File: src/rtl/sar_search_pkg.sv
// Shared types and constants for the successive-approximation search block.
// Latency: n/a (declarations only).
// Backpressure: n/a.
package sar_search_pkg;

  localparam int W_DEF = 4;

  typedef enum logic [1:0] {
    IDLE  = 2'd0,
    PROBE = 2'd1,
    DONE  = 2'd2
  } state_t;

endpackage

File: src/rtl/sar_search_flag_chk.sv
// Checks that the comparator flags {cmp_e, cmp_g, cmp_l} are exactly one-hot.
// Latency: combinational, zero cycles.
// Backpressure: none; pure function of its input.
module flag_chk (
  input  logic [2:0] i_flags,
  output logic       o_onehot
);

  // Exactly one of equal / greater / less may be asserted
  always_comb begin
    o_onehot = 1'b0;
    case (i_flags)
      3'b001, 3'b010, 3'b100: o_onehot = 1'b1;
      default:                o_onehot = 1'b0;
    endcase
  end

endmodule

File: src/rtl/sar_search.sv
// Binary (SAR) search for a target value using an external magnitude comparator.
// Latency: one probe per bit, at most W probes; done at most W+1 cycles after start.
// Backpressure: each probe holds guess until cmp_valid; start ignored while not IDLE.
module sar_search
  import sar_search_pkg::*;
#(
  parameter int W = W_DEF
) (
  input  logic         clk,
  input  logic         rst_n,
  input  logic         start,
  output logic [W-1:0] guess,
  output logic         guess_valid,
  input  logic         cmp_valid,
  input  logic         cmp_e,
  input  logic         cmp_g,
  input  logic         cmp_l,
  output logic         busy,
  output logic         done,
  output logic [W-1:0] result,
  output logic         err
);

  localparam int KW = $clog2(W);

  state_t         r_state;
  logic [KW-1:0]  r_k;
  logic [W-1:0]   r_guess;
  logic           r_guess_valid;
  logic           r_busy;
  logic           r_done;
  logic [W-1:0]   r_result;
  logic           r_err;

  logic           w_onehot;
  logic [W-1:0]   w_bit_k;
  logic [W-1:0]   w_bit_km1;
  logic           w_k_zero;

  flag_chk u_flag_chk (
    .i_flags  ({cmp_e, cmp_g, cmp_l}),
    .o_onehot (w_onehot)
  );

  // Masks for the bit under test and the next bit down
  assign w_bit_k   = {{(W-1){1'b0}}, 1'b1} << r_k;
  assign w_bit_km1 = w_bit_k >> 1;
  assign w_k_zero  = (r_k == '0);

  // Search FSM: all outputs registered; guess is zeroed outside PROBE
  always_ff @(posedge clk or negedge rst_n) begin
    if (!rst_n) begin
      r_state       <= IDLE;
      r_k           <= '0;
      r_guess       <= '0;
      r_guess_valid <= 1'b0;
      r_busy        <= 1'b0;
      r_done        <= 1'b0;
      r_result      <= '0;
      r_err         <= 1'b0;
    end else begin
      case (r_state)
        IDLE: begin
          r_done <= 1'b0;
          if (start) begin
            r_state       <= PROBE;
            r_k           <= KW'(W-1);
            r_guess       <= {1'b1, {(W-1){1'b0}}};
            r_guess_valid <= 1'b1;
            r_busy        <= 1'b1;
            r_result      <= '0;
            r_err         <= 1'b0;
          end
        end

        PROBE: begin
          if (cmp_valid) begin
            if (!w_onehot) begin
              // Inconsistent comparator answer: abort
              r_state       <= DONE;
              r_result      <= '0;
              r_err         <= 1'b1;
              r_done        <= 1'b1;
              r_busy        <= 1'b0;
              r_guess_valid <= 1'b0;
              r_guess       <= '0;
              r_k           <= '0;
            end else if (cmp_e) begin
              r_state       <= DONE;
              r_result      <= r_guess;
              r_err         <= 1'b0;
              r_done        <= 1'b1;
              r_busy        <= 1'b0;
              r_guess_valid <= 1'b0;
              r_guess       <= '0;
              r_k           <= '0;
            end else if (cmp_g) begin
              if (w_k_zero) begin
                // Target above every representable candidate on this path
                r_state       <= DONE;
                r_result      <= '0;
                r_err         <= 1'b1;
                r_done        <= 1'b1;
                r_busy        <= 1'b0;
                r_guess_valid <= 1'b0;
                r_guess       <= '0;
                r_k           <= '0;
              end else begin
                r_guess <= r_guess | w_bit_km1;
                r_k     <= r_k - KW'(1);
              end
            end else begin
              if (w_k_zero) begin
                // Last bit resolved low: answer is guess with bit 0 cleared
                r_state       <= DONE;
                r_result      <= r_guess & ~{{(W-1){1'b0}}, 1'b1};
                r_err         <= 1'b0;
                r_done        <= 1'b1;
                r_busy        <= 1'b0;
                r_guess_valid <= 1'b0;
                r_guess       <= '0;
                r_k           <= '0;
              end else begin
                r_guess <= (r_guess & ~w_bit_k) | w_bit_km1;
                r_k     <= r_k - KW'(1);
              end
            end
          end
        end

        DONE: begin
          r_done  <= 1'b0;
          r_state <= IDLE;
        end

        default: begin
          r_state       <= IDLE;
          r_done        <= 1'b0;
          r_busy        <= 1'b0;
          r_guess_valid <= 1'b0;
          r_guess       <= '0;
        end
      endcase
    end
  end

  assign guess       = r_guess;
  assign guess_valid = r_guess_valid;
  assign busy        = r_busy;
  assign done        = r_done;
  assign result      = r_result;
  assign err         = r_err;

endmodule

File: config.mk
export PLATFORM = sky130hd
export DESIGN_NAME = sar_search
export DESIGN_NICKNAME = d
export VERILOG_FILES = /design/src/rtl/sar_search_pkg.sv /design/src/rtl/sar_search_flag_chk.sv /design/src/rtl/sar_search.sv
export SDC_FILE = /design/constraint.sdc
export NUM_CORES = 1
export LEC_CHECK = 0
export ABC_AREA = 1
export BUFFER_PORTS_ARGS = -buffer_cell sky130_fd_sc_hd__buf_4
export CORE_UTILIZATION = 46
export CTS_CLUSTER_DIAMETER = 80
export DETAILED_ROUTE_END_ITERATION = 6
export PLACE_DENSITY = 0.72
export RECOVER_POWER = 25
export SLEW_MARGIN = 0
export SYNTH_ARGS = -nofsm -noshare
export SYNTH_HDL_FRONTEND = slang
export SYNTH_SLANG_ARGS = --single-unit
File: constraint.sdc
create_clock -name clk -period 1.39 [get_ports clk]
set_clock_uncertainty 0.15 [all_clocks]
set_input_delay 0.0695 -clock clk [delete_from_list [all_inputs] [get_ports clk]]
set_output_delay 0.0695 -clock clk [all_outputs]
set_load 0.1 [all_outputs]
==> metrics, run 1 <==
Die Width 44.82 um; status complete, but fails checks; hpwl dp 1340 um; first-pass GRT wire length 3070 um; DRT Wirelength 1867 um; violated checks hold timing; register bit total from synthesis 15; Synth top area share 44.51%; crit path kind flip-flop to flip-flop; Slowest Stage Delay on Critical Path 0.43 ns; starting density of the core 48.84%; vias in the first global route 733; Final Hold Fails 2; I/O pin cnt 19; count leader, synth nand2_1; core area 1727 um^2; Finish-stage setup viols 0; routability cong. 0.9159; Syn. warnings 0; Die Y 44.82 um; number of synthesized flops with an enable pin 0; initial detailed-routing violation count 14; crit path capture type flip-flop; Seq/Total Area, Yosys 44.51%; largest area contributor in the netlist dfrtp_1; CP max-delay cell dfrtp_1; TritonRoute pass-1 iters 4; via count 779; Slew headroom 46.30%; max_cap viols 0; initial antenna violation count 0; die area 2008 um^2; fin crit period 1.369 ns; CP Cell Sequence inv_4, nand2_4, nor2_4, nand2_4, nand2_4, nand2_2, nand2_1, nand2_1; hold_buf cts 4; transition time of the tightest slew-check pin 0.8054 ns; Hold Path Class primary input to flip-flop; Netlist cell types 21; layout cells sized above 1 37.31%; vias per inst 4.899; H-Tree Depth 1; ANT cells 0; Worst Path Arrival 1.41 ns; Hold WS -0.1002 ns; clock latency on the worst-skew pair 0.29 ns; Fmax achieved 0.7306 GHz; Wirelength per Cell 11.74 um; total clock buffers created by CTS 3; Synth area leaders dfrtp_1, nand2_1, inv_1, nand3_1, nand3_4; WP data required 1.43 ns; async set-or-reset flop fraction in the synthesized netlist 100.0%; std cell rows 15; clk root buf clkbuf_4; startpoint types flip-flop; area delta synth->final 32.20%; deepest clock path buffer count 2; critical path fanouts, max 7; Reg clk slew, reported paths 0.10 ns; Top cell by count, worst path nand2_4; R2R Setup Slk 0.02 ns; worst path bufs/invs 1; Tcrit/Tclk final 98.48%; clock sinks 15; GRT overflow 0; ys flop type dfrtp_1; Syn Nets 114; number of remaining DRC errors 0; most frequent cells after synthesis nand2_1, dfrtp_1, inv_1; antenna violation net count after detailed routing 0; Avg Inst Size Synth 7.881 um^2; Post-Synthesis Cells 107; Fin Setup TNS 0 ns; Syn Std Cell Area 843.3 um^2; Final #Nets 142; max-slew violation count 0; Tot GR Track Use 21.61%; Port Buf Inserts 18; largest net degree at the start of global routing 16; CTS tree done; RSZ-0062 raised after global routing yes; crit-path leading delay family simple AND/OR/NAND/NOR gates
==> what timing repair did <==
action                                  in CTS  in global routing
endpoints found under the setup margin       0                 12
setup buffers                                0                  2
hold endpoints to repair                    18                  2
gates resized for setup                      0                  9
==> cell type report <==
| class | instances | area (um^2) |
|---|---|---|
| clock buffer | 3 | 22.52 |
| clock inverter | 1 | 5.005 |
| fill | 168 | 611.8 |
| inverter | 18 | 70.07 |
| multi-input combinational | 73 | 416.7 |
| sequential | 15 | 382.9 |
| tap | 25 | 31.28 |
| timing repair buffer | 24 | 186.4 |
==> routing by layer <==
layer | part of all wire (%) | vias to the layer above | GRT usage [%]
met5 | 0 | - | 0
met4 | 2.1 | 0 | 12.73
met3 | 4.2 | 6 | 3.600
met2 | 50 | 28 | 35.00
met1 | 44 | 358 | 27.18
li1 | - | 387 | -
==> worst paths after layout <==
kind / from / to / cells past startpoint
min: cmp_g / guess[1] / 3
max reg2reg: r_state[1] / guess[3] / 8
max in group asynchronous: rst_n / r_state[0] / 2
min in group asynchronous: rst_n / err / 2
min reg2reg: done / done / 2
max: r_state[1] / guess[3] / 8
==> state kept, by name, indices dropped and copies added, names as in the netlist <==
| signal | cells |
|---|---|
| busy | 1 |
| done | 1 |
| err | 1 |
| guess | 4 |
| r_k | 2 |
| r_state | 2 |
| result | 4 |
==> worst min-delay path, delay by kind of cell <==
family / cells / cell delay, ns
buf+inv: 1 / 0.10
simple gates: 2 / 0.13
==> placed cells by master (no fill, tap or decap), drive strengths merged <==
master | synthesis | final
nand2 | 38 | 38
o211ai | 1 | 1
buf | 1 | 19
clkinv | 0 | 1
clkbuf | 0 | 4
dlygate4sd3 | 0 | 4
dfrtp | 15 | 15
a21oi | 1 | 1
nor2 | 11 | 11
nand3b | 1 | 1
nand4 | 2 | 2
o21ai | 8 | 8
nand3 | 11 | 11
inv | 18 | 18
==> cell families after synthesis <==
| kind of cell | Yosys count | share of synthesized area [%] |
|---|---|---|
| and+or+nand+nor | 63 | 40.06 |
| DFF | 15 | 44.51 |
| AOI/OAI and AO/OA | 10 | 6.230 |
| buffers and inverters | 19 | 9.199 |
==> through the flow <==
| step | util (%) | setup slack [ns] | instance area [um^2] | hold WS, ns | instances |
|---|---|---|---|---|---|
| final | 64.57 | 0.02117 | 1115 | -0.1002 | 159 |
| after global routing | 64.57 | -0.06161 | 1115 | -0.04770 | 159 |
| after CTS | 62.32 | 0.006410 | 1076 | -0.1167 | 157 |
| after detailed placement | 58.41 | 0.003650 | 1008 | -0.2127 | 149 |
| after global placement | 58.41 | 0.05122 | 1008 | -0.2153 | 149 |
| after floorplan | - | 0.02497 | 849.6 | -0.3761 | 107 |
Power of run 1 is left out: the tool's default activity adds up to more than one toggle a clock period on the data nets, which glitch-free logic cannot reach.
==> run 2, diff against run 1 <==
==> constraint.sdc (replaced) <==
create_clock -name clk -period 1.25 [get_ports clk]
set_clock_uncertainty 0.15 [all_clocks]
set_input_delay 0.0625 -clock clk [delete_from_list [all_inputs] [get_ports clk]]
set_output_delay 0.0625 -clock clk [all_outputs]
set_load 0.1 [all_outputs]
==> metrics, run 2 (synthesized netlist as in run 1, its figures left out) <==
crit path capture type flip-flop; deepest clock path buffer count 2; most common cell after layout, fill and taps aside nand2_1; Fmax achieved 0.7399 GHz; H-Tree Depth 1; largest net degree at the start of global routing 16; Reg clk slew, reported paths 0.09 ns; Final #Nets 149; Wirelength per Cell 12.07 um; routability cong. 0.8688; violated checks setup timing; post-place setup slack -0.1094 ns; crit-path leading delay family simple AND/OR/NAND/NOR gates; critical path fanouts, max 7; TritonRoute pass-1 iters 4; fin crit period 1.352 ns; CP Cell Sequence inv_4, nand2_4, nor2_4, nand2_4, nand2_4, nand2_2, nand2_1, nand2_1; CP max-delay cell dfrtp_1; starting density of the core 48.84%; worst reg-to-reg path cell count 8; die area 2008 um^2; vias per inst 4.747; status complete, but fails checks; WP data required 1.28 ns; ANT cells 0; non-filler cells in the finished layout 166; GRT overflow 0; reg-to-reg critical path endpoint guess[3]; crit path kind flip-flop to flip-flop; DRT Wirelength 2004 um; max_cap viols 0; via count 788; number of remaining DRC errors 0; Worst Path Arrival 1.38 ns; placed instance count 154; WP depth 8; Crit Reg-Reg Startpoint r_state[1]; CTS tree done; transition time of the tightest slew-check pin 0.3721 ns; fin util 68.99%; first-pass GRT wire length 2960 um; RSZ-0062 raised after global routing yes; Tot GR Track Use 20.83%; hpwl dp 1380 um; startpoint types flip-flop; initial detailed-routing violation count 18; worst path bufs/invs 1; crit path from r_state[1]; Hold WS 0.03499 ns; Final WS setup -0.1016 ns; initial antenna violation count 0; Finish-stage setup viols 15; core area 1727 um^2; Tcrit/Tclk final 108.1%; crit path to guess[3]; antenna violation net count after detailed routing 0; Slowest Stage Delay on Critical Path 0.44 ns; vias in the first global route 678; commonest non-fill, non-tap cells in the layout nand2_1, buf_4, inv_1; Slew headroom 75.19%; total clock buffers created by CTS 3; R2R Setup Slk -0.10 ns; Die Y 44.82 um; Hold Path Class primary input to flip-flop; clock sinks 15; max-slew violation count 0; I/O pin cnt 19; Port Buf Inserts 18; Die Width 44.82 um; Final Hold Fails 0; layout cells sized above 1 44.68%; clock latency on the worst-skew pair 0.28 ns; std cell rows 15; Top cell by count, worst path nand2_4; clk root buf clkbuf_4; area delta synth->final 41.25%
[run 2: cell types whose count changed in the layout (fill, tap and decap cells not counted), moves of 2 or more]
cell | previous run | this run
dfrtp_4 | 0 | 2
buf_6 | 0 | 3
dfrtp_2 | 6 | 10
buf_4 | 19 | 22
dfrtp_1 | 9 | 3
[run 2: cell type report]
class / instances / area, um^2
clock buffers: 3 / 22.52
clock inverters: 1 / 5.005
fillers: 149 / 535.5
inverters: 18 / 70.07
multi-input cells: 73 / 412.9
flip-flops and latches: 15 / 395.4
well taps: 25 / 31.28
repair buffers: 31 / 254.0
[run 2: timing repair]
item	in CTS	in global routing
resized for setup	6	5
pin swaps	7	1
endpoints found under the hold margin	19	0
endpoints found under the setup margin	12	16
hold buffers	5	0
buffers inserted	1	2
[run 2: worst reg2reg max path, cell delays in order (launching register included)]
cell and delay (ns):
dfrtp_1 0.44, inv_4 0.12, nand2_4 0.07, nor2_4 0.11, nand2_4 0.09, nand2_4 0.12
nand2_2 0.05, nand2_1 0.05, nand2_1 0.04
[run 2: per-stage QoR]
stage                     setup TNS [ns]  area (um^2)
final                            -0.7458         1191
after global routing              -1.720         1191
after CTS                        -0.5225         1162
after detailed placement         -0.7480         1064
after global placement           -0.3616         1064
after floorplan                 -0.02671        867.1
[run 2: worst min path at each step]
| stage | cells past startpoint | endpoint | from |
|---|---|---|---|
| floorplan | 0 | done | rst_n |
| global placement | 1 | busy | rst_n |
| detailed placement | 1 | busy | rst_n |
| CTS | 2 | result[3] | rst_n |
| global route | 4 | r_state[0] | cmp_valid |
| finish | 4 | r_state[0] | cmp_valid |
[run 2: routing by layer]
layer  track usage [%]  up-vias  share of wire (%)  wire length, um
li1                  -      404                  -                -
met1             27.27      363                 45              893
met3             3.600        4                3.1               62
met4             7.273        0                1.0               21
met2             34.71       17                 51             1026
met5                 0        -                  0                0
Power of run 2 is left out for the same reason.
